## src/rtl/clock_time_ctrl_if.sv

```systemverilog
// ---------------------------------------------------------------------------
// clock_time_ctrl_if
//   Groups the key inputs and display outputs of clock_time_ctrl.
//   key_mode, key_inc : raw active-high buttons (asynchronous, bouncy)
//   mod               : 00 run, 01 set hours, 10 set minutes
//   bcd_h/bcd_m/bcd_s : time of day, BCD {tens,ones}
//   sec_pulse         : one-cycle strobe with each new seconds value
//   master : key source / display consumer
//   slave  : the time controller
// ---------------------------------------------------------------------------
interface clock_time_ctrl_if;
  logic       key_mode;
  logic       key_inc;
  logic [1:0] mod;
  logic [7:0] bcd_h;
  logic [7:0] bcd_m;
  logic [7:0] bcd_s;
  logic       sec_pulse;

  modport master (
    output key_mode, key_inc,
    input  mod, bcd_h, bcd_m, bcd_s, sec_pulse
  );

  modport slave (
    input  key_mode, key_inc,
    output mod, bcd_h, bcd_m, bcd_s, sec_pulse
  );
endinterface

```

## src/rtl/clock_time_ctrl.sv

```systemverilog
// ---------------------------------------------------------------------------
// clock_time_ctrl
//   Time-of-day keeper for the digital clock: 1 Hz prescaler, BCD
//   seconds/minutes/hours carry chain and a two-key time-set FSM
//   (mode cycles RUN -> SET_H -> SET_M -> RUN, inc bumps the field).
//   Ports:
//     clk  : system clock
//     rst  : asynchronous, active-high reset
//     bus  : clock_time_ctrl_if.slave (keys in; mod, bcd_h/m/s, sec_pulse out)
//   Parameters: TICK_DIV, DEBOUNCE_CYC, REPEAT_DLY, REPEAT_PER.
//   Build option: define AUTO_REPEAT_EN to auto-repeat a held inc key in the
//   set states; otherwise each press gives exactly one increment.
// ---------------------------------------------------------------------------
module clock_time_ctrl #(
  parameter int unsigned TICK_DIV     = 50_000_000,
  parameter int unsigned DEBOUNCE_CYC = 1_000_000,
  parameter int unsigned REPEAT_DLY   = 25_000_000,
  parameter int unsigned REPEAT_PER   = 10_000_000
) (
  input  logic                clk,
  input  logic                rst,
  clock_time_ctrl_if.slave    bus
);

  if (TICK_DIV < 2 || DEBOUNCE_CYC < 1 || REPEAT_DLY < 1 || REPEAT_PER < 1) begin : g_bad_param
    $error("clock_time_ctrl: illegal parameter value");
  end

  typedef enum logic [1:0] {
    ST_RUN   = 2'b00,
    ST_SET_H = 2'b01,
    ST_SET_M = 2'b10
  } state_t;

  localparam int unsigned PRE_W = $clog2(TICK_DIV);
  localparam int unsigned DEB_W = $clog2(DEBOUNCE_CYC + 1);
  localparam logic [PRE_W-1:0] PRE_MAX = PRE_W'(TICK_DIV - 1);
  localparam logic [DEB_W-1:0] DEB_MAX = DEB_W'(DEBOUNCE_CYC - 1);

  function automatic logic [7:0] inc_60(input logic [7:0] v);
    if (v == 8'h59)       return 8'h00;
    if (v[3:0] == 4'd9)   return {v[7:4] + 4'd1, 4'd0};
    return {v[7:4], v[3:0] + 4'd1};
  endfunction

  function automatic logic [7:0] inc_24(input logic [7:0] v);
    if (v == 8'h23)       return 8'h00;
    if (v[3:0] == 4'd9)   return {v[7:4] + 4'd1, 4'd0};
    return {v[7:4], v[3:0] + 4'd1};
  endfunction

  // ---- key path: index 0 = mode, 1 = inc --------------------------------
  logic [1:0]            key_raw;
  logic [1:0]            sync1_q, sync1_d;
  logic [1:0]            sync2_q, sync2_d;
  logic [1:0]            lvl_q, lvl_d;
  logic [1:0][DEB_W-1:0] deb_cnt_q, deb_cnt_d;
  logic [1:0]            press;

  assign key_raw = {bus.key_inc, bus.key_mode};

  always_comb begin
    sync1_d   = key_raw;
    sync2_d   = sync1_q;
    lvl_d     = lvl_q;
    deb_cnt_d = deb_cnt_q;
    press     = '0;
    for (int unsigned k = 0; k < 2; k++) begin
      if (sync2_q[k] == lvl_q[k]) begin
        deb_cnt_d[k] = '0;
      end else if (deb_cnt_q[k] == DEB_MAX) begin
        deb_cnt_d[k] = '0;
        lvl_d[k]     = ~lvl_q[k];
        press[k]     = ~lvl_q[k];
      end else begin
        deb_cnt_d[k] = deb_cnt_q[k] + 1'b1;
      end
    end
  end

  // ---- time / FSM state ---------------------------------------------------
  state_t           state_q, state_d;
  logic [PRE_W-1:0] pre_q, pre_d;
  logic [7:0]       h_q, h_d;
  logic [7:0]       m_q, m_d;
  logic [7:0]       s_q, s_d;
  logic             sp_q, sp_d;
  logic             tick;
  logic             inc_evt;

`ifdef AUTO_REPEAT_EN
  localparam int unsigned RPT_MAX = (REPEAT_DLY > REPEAT_PER) ? REPEAT_DLY : REPEAT_PER;
  localparam int unsigned RPT_W   = $clog2(RPT_MAX + 1);
  localparam logic [RPT_W-1:0] RPT_DLY_M1 = RPT_W'(REPEAT_DLY - 1);
  localparam logic [RPT_W-1:0] RPT_PER_M1 = RPT_W'(REPEAT_PER - 1);

  logic [RPT_W-1:0] rpt_cnt_q, rpt_cnt_d;
  logic             rpt_phase_q, rpt_phase_d;   // 0: initial delay, 1: periodic
  logic             rpt_fire;

  // Counter only runs while the debounced inc level stays high in a set
  // state; a mode press is the only way the state changes, so it clears too.
  always_comb begin
    rpt_cnt_d   = rpt_cnt_q;
    rpt_phase_d = rpt_phase_q;
    rpt_fire    = 1'b0;
    if (state_q == ST_RUN || !lvl_q[1] || press[0]) begin
      rpt_cnt_d   = '0;
      rpt_phase_d = 1'b0;
    end else if (rpt_cnt_q == (rpt_phase_q ? RPT_PER_M1 : RPT_DLY_M1)) begin
      rpt_fire    = 1'b1;
      rpt_cnt_d   = '0;
      rpt_phase_d = 1'b1;
    end else begin
      rpt_cnt_d   = rpt_cnt_q + 1'b1;
    end
  end

  always_ff @(posedge clk or posedge rst) begin
    if (rst) begin
      rpt_cnt_q   <= '0;
      rpt_phase_q <= 1'b0;
    end else begin
      rpt_cnt_q   <= rpt_cnt_d;
      rpt_phase_q <= rpt_phase_d;
    end
  end

  assign inc_evt = press[1] | rpt_fire;
`else
  assign inc_evt = press[1];
`endif

  always_comb begin
    state_d = state_q;
    pre_d   = '0;
    h_d     = h_q;
    m_d     = m_q;
    s_d     = s_q;
    tick    = (state_q == ST_RUN) && (pre_q == PRE_MAX);
    sp_d    = tick;

    if (state_q == ST_RUN && !press[0]) begin
      pre_d = tick ? '0 : pre_q + 1'b1;
    end

    // Whole carry chain resolves in the tick cycle.
    if (tick) begin
      if (s_q == 8'h59) begin
        s_d = 8'h00;
        if (m_q == 8'h59) begin
          m_d = 8'h00;
          h_d = inc_24(h_q);
        end else begin
          m_d = inc_60(m_q);
        end
      end else begin
        s_d = inc_60(s_q);
      end
    end

    // Mode has priority; a coincident inc is dropped.
    if (press[0]) begin
      case (state_q)
        ST_RUN:   state_d = ST_SET_H;
        ST_SET_H: state_d = ST_SET_M;
        ST_SET_M: begin
          state_d = ST_RUN;
          s_d     = 8'h00;
        end
        default:  state_d = ST_RUN;
      endcase
    end else if (inc_evt) begin
      case (state_q)
        ST_SET_H: h_d = inc_24(h_q);
        ST_SET_M: m_d = inc_60(m_q);
        default:  ;
      endcase
    end
  end

  always_ff @(posedge clk or posedge rst) begin
    if (rst) begin
      sync1_q   <= '0;
      sync2_q   <= '0;
      lvl_q     <= '0;
      deb_cnt_q <= '0;
      state_q   <= ST_RUN;
      pre_q     <= '0;
      h_q       <= '0;
      m_q       <= '0;
      s_q       <= '0;
      sp_q      <= 1'b0;
    end else begin
      sync1_q   <= sync1_d;
      sync2_q   <= sync2_d;
      lvl_q     <= lvl_d;
      deb_cnt_q <= deb_cnt_d;
      state_q   <= state_d;
      pre_q     <= pre_d;
      h_q       <= h_d;
      m_q       <= m_d;
      s_q       <= s_d;
      sp_q      <= sp_d;
    end
  end

  assign bus.mod       = state_q;
  assign bus.bcd_h     = h_q;
  assign bus.bcd_m     = m_q;
  assign bus.bcd_s     = s_q;
  assign bus.sec_pulse = sp_q;

endmodule

```

## src/flat_wrapper.sv

```systemverilog
// flat-port wrapper written by rule: the top's interface ports become plain ports
module clock_time_ctrl_flat 
#(
  parameter int unsigned TICK_DIV     = 50_000_000,
  parameter int unsigned DEBOUNCE_CYC = 1_000_000,
  parameter int unsigned REPEAT_DLY   = 25_000_000,
  parameter int unsigned REPEAT_PER   = 10_000_000
)
  (clk, rst, bus_key_mode, bus_key_inc, bus_mod, bus_bcd_h, bus_bcd_m, bus_bcd_s, bus_sec_pulse);
  clock_time_ctrl_if bus_i ();
  input  logic clk;
  input  logic rst;
  input wire logic [$bits(bus_i.key_mode)-1:0] bus_key_mode;
  input wire logic [$bits(bus_i.key_inc)-1:0] bus_key_inc;
  output wire logic [$bits(bus_i.mod)-1:0] bus_mod;
  output wire logic [$bits(bus_i.bcd_h)-1:0] bus_bcd_h;
  output wire logic [$bits(bus_i.bcd_m)-1:0] bus_bcd_m;
  output wire logic [$bits(bus_i.bcd_s)-1:0] bus_bcd_s;
  output wire logic [$bits(bus_i.sec_pulse)-1:0] bus_sec_pulse;
  assign bus_i.key_mode = bus_key_mode;
  assign bus_i.key_inc = bus_key_inc;
  assign bus_mod = bus_i.mod;
  assign bus_bcd_h = bus_i.bcd_h;
  assign bus_bcd_m = bus_i.bcd_m;
  assign bus_bcd_s = bus_i.bcd_s;
  assign bus_sec_pulse = bus_i.sec_pulse;
  clock_time_ctrl #(.TICK_DIV(TICK_DIV), .DEBOUNCE_CYC(DEBOUNCE_CYC), .REPEAT_DLY(REPEAT_DLY), .REPEAT_PER(REPEAT_PER)) u_core (.clk(clk), .rst(rst), .bus(bus_i));
endmodule
```

## config.mk

```make
export PLATFORM = sky130hd
export DESIGN_NAME = clock_time_ctrl_flat
export DESIGN_NICKNAME = d
export VERILOG_FILES = /design/src/rtl/clock_time_ctrl_if.sv /design/src/rtl/clock_time_ctrl.sv /design/src/flat_wrapper.sv
export SDC_FILE = /design/constraint.sdc
export NUM_CORES = 1
export LEC_CHECK = 0
export BUFFER_PORTS_ARGS = -buffer_cell sky130_fd_sc_hd__buf_2
export CORE_MARGIN = 4
export CORE_UTILIZATION = 60
export CTS_BUF_LIST = sky130_fd_sc_hd__clkbuf_4 sky130_fd_sc_hd__clkbuf_8 sky130_fd_sc_hd__clkbuf_16
export DETAILED_ROUTE_END_ITERATION = 10
export GPL_TIMING_DRIVEN = 0
export HOLD_SLACK_MARGIN = 0.02
export PLACE_DENSITY = 0.86
export SYNTH_ARGS = -nofsm -noshare
export SYNTH_HDL_FRONTEND = slang
export SYNTH_SLANG_ARGS = --single-unit
```

## constraint.sdc

```tcl
create_clock -name clk -period 3.7 [get_ports clk]
set_clock_uncertainty 0.1 [all_clocks]
set_input_delay 0.37 -clock clk [delete_from_list [all_inputs] [get_ports clk]]
set_output_delay 0.37 -clock clk [all_outputs]
set_load 0.02 [all_outputs]
```

==> summary.md <==
| Metric | Value |
|---|---|
| Pin count of the biggest net entering global routing | `52` |
| Outcome | `finished, final reports clean` |
| Fin nets | `583` |
| Distinct cells, synth | `48` |
| Startpoint Class | `register` |
| Worst path required time | `3.91 ns` |
| Initial Util | `61.4%` |
| Final ANT Viol Nets | `0` |
| Total Routing Usage GR | `21.0%` |
| TritonCTS buffer count | `9` |
| Die height | `99.7 um` |
| Area contributors post-synth | `dfrtp_1, nor2_1, xor2_1` |
| Largest family of logic cells by synthesized area | `simple AND/OR/NAND/NOR gates` |
| Inserted Diodes | `0` |
| Number of H-tree levels | `3` |
| Drt wl/cell | `14.5 um` |
| Max Slew Vio Count | `0` |
| # setup viols final | `0` |
| Worst Path Max Fanout | `10` |
| Avg Inst Size Synth | `9.76 um^2` |
| RD Place Congestion | `0.800` |
| # DRC | `0` |
| CP endpoint kind | `register` |
| Initial antenna violation count | `0` |
| Pre-antenna DRT Iters | `6` |
| Placed instance area | `5360 um^2` |
| Count of final hold-check violations | `0` |
| Die W | `99.7 um` |
| CTS Root Cell | `clkbuf_8` |
| # resized after CTS | `0` |
| Site row count | `33` |
| Xor-xnor portion of the synthesized cell area | `11.5%` |
| Port Buffers | `30` |
| Post-synth EDFFs | `0` |
| Seq/Total Area, Yosys | `49.1%` |
| Synth Area in Compound Gates | `4.39%` |
| Simple-gate area share of the yosys netlist | `26.6%` |
| Initial drt markers | `158` |
| Final cycle utilization of the critical path | `67.1%` |
| Clock latency on the worst-skew pair | `0.36 ns` |
| Share of the synthesized area in the top cell type | `49.1%` |
| Worst slew margin | `58.4%` |
| Unrepaired setup endpoints after global routing | `no` |
| Ys Warns | `0` |
| Max cap viols | `0` |
| Die area | `9940 um^2` |
| Clock Power Share | `37.9%` |
| Mapped Area | `5050 um^2` |
| CTS tree | `yes` |
| Reg power frac | `59.4%` |
| Post-synthesis adder-cell area fraction | `4.22%` |
| Total power | `1.84 mW` |
| Max clock buf depth | `2` |
| Share of post-route cells with drive strength above 1 | `12.3%` |
| Vias in the first global route | `3898` |
| Final min period | `2.48 ns` |
| I/O pin count | `31` |
| P_int | `1.42 mW` |
| Sw frac | `23.0%` |
| Crit Path Class | `register to register` |
| Synthesized Nets | `538` |
| Comb pwr share | `2.7%` |
| Pwr Density | `330 nW/um^2` |
| Cells after DPL | `653` |
| Vias per cell | `5.72` |
| Gr ovfl total | `0` |
| NetSw | `425 uW` |
| Synthesized instance count | `517` |
| Max frequency | `403 MHz` |
| Maximum VDD drop | `0.168 mV` |
| Final wirelength | `9.71 mm` |
| Tightest Pin Transition | `0.623 ns` |
| Final Util | `68.0%` |
| FFs w/ async S/R, synth | `100%` |
| Leakage power | `2.60 nW` |
| CTS clk-pin slew, worst paths | `0.10 ns` |
| Most used DFF post-synth | `dfrtp_1` |
| Mux contribution to synthesized area | `1.79%` |
| Clock sinks | `99` |
| Area leader, netlist | `dfrtp_1` |
| First-pass GRT wire length | `17.1 mm` |
| Final non-filler cell total | `672` |
| Detailed-route via count | `3847` |
| Fillers | `628` |
| Seq cells post-synth | `99` |
| Design area | `5590 um^2` |
| HPWL Detailed | `7.03 mm` |
| Placeable Area | `8220 um^2` |
| Crit path DAT | `2.69 ns` |
| Synth-to-layout area growth | `10.7%` |
| Hold/Removal Path Class | `register to register` |
-- flip-flops by register name, indices dropped and copies added, names as in the netlist --
signal and cells:
u_core.bus.bcd_s 8, u_core.deb_cnt_q 40, u_core.bus.sec_pulse 1, u_core.sync1_q 2, u_core.bus.mod 2, u_core.bus.bcd_m 8, u_core.bus.bcd_h 8, u_core.pre_q 26
u_core.sync2_q 2, u_core.lvl_q 2
-- kinds of logic after synthesis --
logic type               count (synthesis)
XOR/XNOR                                66
AO/OA/AOI/OAI                           35
AND/OR/NAND/NOR                        260
flip-flops                              99
buffers and inverters                   32
adder cells (fa/ha/maj)                 17
multiplexers                             8
-- cell usage after synthesis, types with 7 or more instances --
cell and number:
and3_1 13, clkbuf_1 7, dfrtp_1 99, ha_1 17
inv_1 22, nand2_1 37, nand3_1 36, nand4_1 13
nor2_1 96, nor3_1 14, o21ai_0 14, xnor2_1 32
xor2_1 34
-- repair_timing --
item                      in CTS  in global routing
buffers inserted               0                  0
hold endpoints to repair      49                  0
hold buffers                   3                  0
-- metrics by stage --
step	TNS, ns	hold slack [ns]	setup WS (ns)
after detailed placement	0	0.240	1.23
after CTS	0	0.262	1.20
after floorplan	0	0.231	0.640
after global placement	-35.43	0.232	-0.361
final	0	0.258	1.22
after global routing	0	0.275	0.960
-- layout by cell type (no fill, tap or decap), types with 4 or more instances in the layout --
cell type	instances
a21o_1	4
a21oi_1	5
and3_1	13
and4_1	4
buf_2	33
clkbuf_1	7
clkbuf_8	9
dfrtp_1	99
ha_1	17
inv_1	21
mux2_2	5
nand2_1	37
nand2b_1	4
nand3_1	36
nand4_1	13
nor2_1	96
nor2b_1	4
nor3_1	14
nor4_1	6
o21ai_0	14
or3_1	6
xnor2_1	32
xor2_1	34
-- critical path, stage by stage, from the launching register on --
cell and delay, ns:
dfrtp_1 0.42, inv_1 0.09, ha_1 0.19, and3b_1 0.16
buf_2 0.19, and2_1 0.23, nor3b_1 0.25, a22oi_2 0.21
or4b_1 0.50, nand3_1 0.09
-- power groups by stage --
stage / logic (mW) / clock network (mW) / registers, mW
4_1_cts: 0.0517 / 0.711 / 1.10
3_3_place_gp: 0.0439 / 0 / 1.12
3_5_place_dp: 0.0493 / 0 / 1.12
6_report: 0.0496 / 0.700 / 1.09
2_1_floorplan: 0.0337 / 0 / 1.12
5_1_grt: 0.0592 / 0.755 / 1.10
-- metal layers --
metal  global-route usage (%)  share of wire (%)
met5                        0                  0
met4                     9.35                2.3
met2                     35.6                 50
met1                     26.3                 44
met3                     3.51                3.4
-- final timing paths --
| kind | start | end | slack, ns | cells past startpoint |
|---|---|---|---|---|
| worst min register to register | u_core.sync1_q[0] | u_core.sync2_q[0] | 0.26 | 0 |
| worst max register to register | u_core.bus.bcd_m[1] | u_core.bus.bcd_h[6] | 1.22 | 9 |
| max in group asynchronous | rst | u_core.pre_q[0] | 2.31 | 4 |
| worst min-delay path | u_core.sync1_q[0] | u_core.sync2_q[0] | 0.26 | 0 |
| min in group asynchronous | rst | u_core.deb_cnt_q[14] | 0.55 | 3 |
| worst max-delay path | u_core.bus.bcd_m[1] | u_core.bus.bcd_h[6] | 1.22 | 9 |
-- final cells by class --
cell class / instances / area [um^2] / share of cell area [%]
sequential: 99 / 2480 / 44.4
multi-input combinational: 386 / 2440 / 43.8
timing repair buffer: 34 / 208 / 3.72
tap: 105 / 131 / 2.35
clock buffer: 9 / 124 / 2.22
inverter: 22 / 85.1 / 1.52
clock inverter: 7 / 73.8 / 1.32
buffer: 10 / 41.3 / 0.739
Note: power is estimated with default switching activity, not from simulation.
